## src/rtl/mem_arbiter.sv

```systemverilog
// Two-requester arbiter sharing one memory port between instruction fetch and load/store.
// One transaction in flight: IDLE -> ISSUE -> WAIT -> RESP -> IDLE.
//
// state | meaning
// IDLE  | no transaction; arbitrate and accept one request
// ISSUE | mem_req_valid high, waiting for mem_req_ready
// WAIT  | request taken by memory, waiting for mem_resp_valid
// RESP  | one-cycle response pulse to the owning requester
module mem_arbiter #(
    parameter int ADDR_W       = 64,
    parameter int DATA_W       = 64,
    parameter int STARVE_LIMIT = 4
) (
    input  logic                clk,
    input  logic                rst,
    input  logic                ifu_req_valid,
    output logic                ifu_req_ready,
    input  logic [ADDR_W-1:0]   ifu_addr,
    output logic                ifu_resp_valid,
    output logic [DATA_W-1:0]   ifu_rdata,
    input  logic                lsu_req_valid,
    output logic                lsu_req_ready,
    input  logic [ADDR_W-1:0]   lsu_addr,
    input  logic                lsu_wen,
    input  logic [DATA_W-1:0]   lsu_wdata,
    input  logic [DATA_W/8-1:0] lsu_wmask,
    output logic                lsu_resp_valid,
    output logic [DATA_W-1:0]   lsu_rdata,
    output logic                mem_req_valid,
    input  logic                mem_req_ready,
    output logic [ADDR_W-1:0]   mem_addr,
    output logic                mem_wen,
    output logic [DATA_W-1:0]   mem_wdata,
    output logic [DATA_W/8-1:0] mem_wmask,
    input  logic                mem_resp_valid,
    input  logic [DATA_W-1:0]   mem_rdata,
    output logic                busy,
    output logic                protocol_err
);
    localparam logic [3:0] LIMIT = 4'(STARVE_LIMIT);

    typedef enum logic [1:0] {IDLE, ISSUE, WAIT, RESP} state_t;

    state_t     state;
    logic [3:0] starve_cnt;
    logic       owner_lsu;
    logic       grant_lsu;
    logic       grant_ifu;

    // LSU normally wins a contested cycle; IFU wins once it has lost LIMIT in a row.
    always_comb begin
        grant_lsu = lsu_req_valid && (!ifu_req_valid || starve_cnt != LIMIT);
        grant_ifu = ifu_req_valid && !grant_lsu;
    end

    assign ifu_req_ready = (state == IDLE) && grant_ifu;
    assign lsu_req_ready = (state == IDLE) && grant_lsu;
    assign busy          = (state != IDLE);

    always_ff @(posedge clk) begin
        if (rst) begin
            state          <= IDLE;
            starve_cnt     <= '0;
            owner_lsu      <= 1'b0;
            mem_req_valid  <= 1'b0;
            mem_addr       <= '0;
            mem_wen        <= 1'b0;
            mem_wdata      <= '0;
            mem_wmask      <= '0;
            ifu_resp_valid <= 1'b0;
            lsu_resp_valid <= 1'b0;
            ifu_rdata      <= '0;
            lsu_rdata      <= '0;
            protocol_err   <= 1'b0;
        end else begin
            ifu_resp_valid <= 1'b0;
            lsu_resp_valid <= 1'b0;
            if (mem_resp_valid && state != WAIT) begin
                protocol_err <= 1'b1;
            end
            case (state)
                IDLE: begin
                    if (grant_lsu) begin
                        mem_addr      <= lsu_addr;
                        mem_wen       <= lsu_wen;
                        mem_wdata     <= lsu_wdata;
                        mem_wmask     <= lsu_wmask;
                        owner_lsu     <= 1'b1;
                        mem_req_valid <= 1'b1;
                        state         <= ISSUE;
                        if (ifu_req_valid && starve_cnt != LIMIT) begin
                            starve_cnt <= starve_cnt + 4'd1;
                        end
                    end else if (grant_ifu) begin
                        mem_addr      <= ifu_addr;
                        mem_wen       <= 1'b0;
                        mem_wdata     <= '0;
                        mem_wmask     <= '0;
                        owner_lsu     <= 1'b0;
                        mem_req_valid <= 1'b1;
                        state         <= ISSUE;
                        starve_cnt    <= '0;
                    end
                end
                ISSUE: begin
                    if (mem_req_ready) begin
                        mem_req_valid <= 1'b0;
                        state         <= WAIT;
                    end
                end
                WAIT: begin
                    // Stores also complete here: the response doubles as the write ack.
                    if (mem_resp_valid) begin
                        if (owner_lsu) begin
                            lsu_rdata      <= mem_rdata;
                            lsu_resp_valid <= 1'b1;
                        end else begin
                            ifu_rdata      <= mem_rdata;
                            ifu_resp_valid <= 1'b1;
                        end
                        state <= RESP;
                    end
                end
                RESP: begin
                    state <= IDLE;
                end
                default: begin
                    state <= IDLE;
                end
            endcase
        end
    end
endmodule

```

## config.mk

```make
export PLATFORM = sky130hd
export DESIGN_NAME = mem_arbiter
export DESIGN_NICKNAME = d
export VERILOG_FILES = /design/src/rtl/mem_arbiter.sv
export SDC_FILE = /design/constraint.sdc
export NUM_CORES = 1
export LEC_CHECK = 0
export CAP_MARGIN = 15
export CORE_AREA = 5 5 209 211
export CTS_BUF_LIST = sky130_fd_sc_hd__clkbuf_16
export DETAILED_ROUTE_END_ITERATION = 7
export DIE_AREA = 0 0 214 216
export DONT_BUFFER_PORTS = 1
export GPL_TIMING_DRIVEN = 0
export SLEW_MARGIN = 20
export SYNTH_ARGS = -nofsm -noshare
export SYNTH_HDL_FRONTEND = slang
export SYNTH_SLANG_ARGS = --single-unit
```

## constraint.sdc

```tcl
create_clock -name clk -period 2.1 [get_ports clk]
set_input_delay 0.105 -clock clk [delete_from_list [all_inputs] [get_ports clk]]
set_output_delay 0.105 -clock clk [all_outputs]
set_load 0.1 [all_outputs]
```

==> summary.txt <==
GRT
  – Initial antenna violation count: 0
  – GRT Total Usage: 19.29%
  – Vias in the first global route: 11,410
  – GR Layer Usage met3: 5.886%
  – First-pass GRT wire length: approximately 70,000 µm
  – Pin count of the biggest net entering global routing: 20
  – Global routing's busiest layer: met2
  – Total grt overflow: 0
  – Routing usage on met1: 21.90%
  – Grt met2 use: about 34%

Logic synthesis
  – Share of async-settable or async-resettable flops after synthesis: 0%
  – Post-Synth Adder-Cell Area: 0.5928%
  – Post-synth top cells: 335 x nand2_1, 276 x dfxtp_1, 206 x a21oi_1, 110 x o21ai_0, 75 x nand4_1
  – Synth cell types: 37
  – EDFF count, synth: 0
  – Cell with the most instances after synthesis: nand2_1
  – Main flop type after synthesis: dfxtp_1
  – Seq/Total Area, Yosys: 52.36%
  – Post-synth top area share: 52.36%
  – Cell taking the most area after synthesis: dfxtp_1
  – Main combinational cell family by area after synthesis: simple AND/OR/NAND/NOR gates
  – Post-Synthesis Cells: 1,330
  – Post-Syn Area: 10,550 µm²
  – Avg Inst Size Synth: 7.934 µm²
  – Synth Area in XOR/XNOR: 0%
  – Seq cells post-synth: 276
  – Mux cell area share after synthesis: 0%
  – Simple-gate share of the synthesized area: 20.95%
  – Synth area leaders: dfxtp_1 52%, nand2_1 12%, a21oi_1 9.8%
  – Syn_nets: 1,606
  – Synth warn: 0
  – Compound-Gate Fraction of Synth Area: between 20 and 25%

Final layout
  – Area delta synth->final: 42.25%
  – Share of cells above drive strength 1: 7.595%
  – Final #Nets: 1,914
  – Fillers: 4,156
  – Fin util: 36.11%

Critical path
  – Worst R2R Start: state[0]
  – Worst Setup End Kind: primary output
  – CP startpoint kind: register
  – Worst Path Max Fanout: 2
  – Arrival @ worst endpoint: 2.78 ns
  – Critical path type: register to primary output
  – Crit path required time: around 2.0 ns
  – Crit path from: state[0]

Hold path
  – Min-delay src: mem_resp_valid
  – Worst min-delay path category: primary input to register

CTS
  – CTS tree: built
  – Clk_lat worst skew: 0.58 ns
  – Clock Sinks: 276
  – CTS Buf Count: 31
  – Clock root buffer: clkbuf_16
  – CTS clk-pin slew, worst paths: 0.06 ns
  – Htree depth: 1
  – CTS Buffer Depth: 3

Timing
  – Unrepaired setup endpoints after global routing: true
  – Final Critical Period: about 2.9 ns
  – Min setup slack post-route: -0.7802 ns
  – Setup Viol. Count Final: 2
  – Period utilization: 137.2%
  – Worst-margin pin slew: 1.093 ns
  – Max-slew violation count: 0
  – FMAX: between 300 and 400 MHz
  – Setup_tns: -1.047 ns
  – Layout Skew: between 0.015 and 0.02 ns
  – Relative slew slack: 27.05%
  – Hold Vio Cnt, Final: 0

Placement
  – PortBufs: 0
  – Worst slack at placement: -0.6975 ns
  – Dpl hpwl: 34,030 µm
  – RePlAce Congestion: just under 1

Pwr
  – Power share of the clock group: 22.1%
  – Lkg Pwr: 5.247 nW
  – Logic pwr share: 18.8%
  – Worst VDD drop: 0.0008638 V
  – Switching power: 12.38 mW
  – Net Sw Frac: 54.17%
  – Cell Int Power: 10.48 mW
  – Pwr/cell area: 1523 nW/µm²
  – Register share of total power: 59.1%

Floorplan
  – Std-Cell Rows: 75
  – Initial Utilization: 25.38%
  – Die Wd: 214 µm
  – Die H: about 220 µm
  – Top-level I/O count: between 500 and 600
  – Core area: 41,570 µm²
  – Die area: between 40,000 and 50,000 µm²

Detailed routing
  – Initial drt markers: 1,069
  – Pre-antenna DRT Iters: 6
  – DR WL/cell: 22.16 µm
  – Drt total wl: 48,750 µm
  – Routed vias/inst: around 5.3
  – DRC: 0
  – Final ANT Viol Nets: 0
  – Via count: 11,740

Outcome
  – Failing checks: negative setup slack
  – Outcome: complete, but fails checks

Run
  – Max-cap violations: 0
## flip-flops by register name (all words and copies together) (netlist names)
register / flops
ifu_rdata: 64
ifu_resp_valid: 1
lsu_rdata: 64
lsu_resp_valid: 1
mem_addr: 64
mem_req_valid: 1
mem_wdata: 64
mem_wen: 1
mem_wmask: 8
owner_lsu: 1
protocol_err: 1
starve_cnt: 4
state: 2
## cells by family (layout without fill, tap and decap cells)
| family | Yosys count | count (layout) |
|---|---|---|
| simple gates | 498 | 498 |
| compound gates | 407 | 407 |
| flops | 276 | 276 |
| buf+inv | 144 | 473 |
| fa+ha+maj | 5 | 5 |
| other cells | 0 | 2 |
## layout by cell type, fill, tap and decap left out, types with 2 or more instances in the layout
master and n:
dlygate4sd3_1 268, clkinv_2 4, buf_1 9, clkinv_1 7
inv_2 3, buf_12 2, o21a_1 2, a21oi_1 205
clkbuf_16 31, nor2b_1 2, nand3_1 67, nand4_1 75
inv_6 2, clkbuf_4 2, clkinv_4 2, buf_4 15
nor2_1 5, ha_1 3, o21ai_0 110, buf_2 38
clkbuf_2 14, clkbuf_1 62, nand4b_1 2, dfxtp_2 2
nand2_1 334, o21ai_1 19, a31oi_1 65, dfxtp_1 274
clkinvlp_4 2, diode_2 2, inv_1 10, nand3b_1 2
## layout make-up
| cell class | count | area [µm²] | area share (%) |
|---|---|---|---|
| clock buffer | 31 | 775.7 | 5.168 |
| inverter | 8 | 33.78 | 0.2251 |
| clock inverter | 23 | 141.4 | 0.9419 |
| buffer | 133 | 630.6 | 4.201 |
| antenna | 2 | 5.005 | 0.03334 |
| sequential | 276 | 5528 | 36.83 |
| multi-input combinational | 910 | 4464 | 29.74 |
| tap | 539 | 674.4 | 4.493 |
| timing repair buffer | 278 | 2758 | 18.37 |
## worst paths after layout
path | to | slack, ns | cells past startpoint
worst min register to register | starve_cnt[1] | 0.49 | 2
worst max register to register | mem_addr[32] | 0.05 | 8
worst max-delay path | lsu_req_ready | -0.78 | 5
worst min-delay path | ifu_rdata[2] | 0.05 | 4
## worst max-delay path, cell delays in order, from the launching register on
cell        delay, ns
dfxtp_2          0.32
inv_2            0.07
ha_4             0.16
buf_12           0.12
clkinvlp_4       0.47
nor3_4           1.05
## stage by stage
stage	hold WS, ns	cell area [µm²]	instances	total power [mW]
after floorplan	0.2410	10570	1330	15.70
after global placement	0.2429	11240	1869	16.96
after detailed placement	0.2475	11250	1869	17.04
after CTS	0.01582	14960	2196	22.81
after global routing	0.03444	15010	2198	23.64
final	0.04937	15010	2200	22.85
## layer usage
metal / up-vias / share of wire, %
li1: 5277 / -
met3: 160 / 9.7
met5: - / 0
met4: 0 / 4.6
met1: 5524 / 37
met2: 780 / 49
## power groups by stage
stage               combinational [mW]  sequential [mW]  clock (mW)
finish                            4.30             13.5        5.04
global route                      4.68             13.6        5.39
CTS                               4.16             13.5        5.15
detailed placement                3.47             13.6           0
global placement                  3.40             13.6           0
floorplan                         2.54             13.2           0
## timing repair
item	in CTS	in global routing
pin swaps	4	3
endpoints found under the hold margin	272	0
gates resized for setup	27	25
endpoints found under the setup margin	40	94
setup buffers	6	4
hold buffers	268	0
Power figures use the tool's default switching activity.
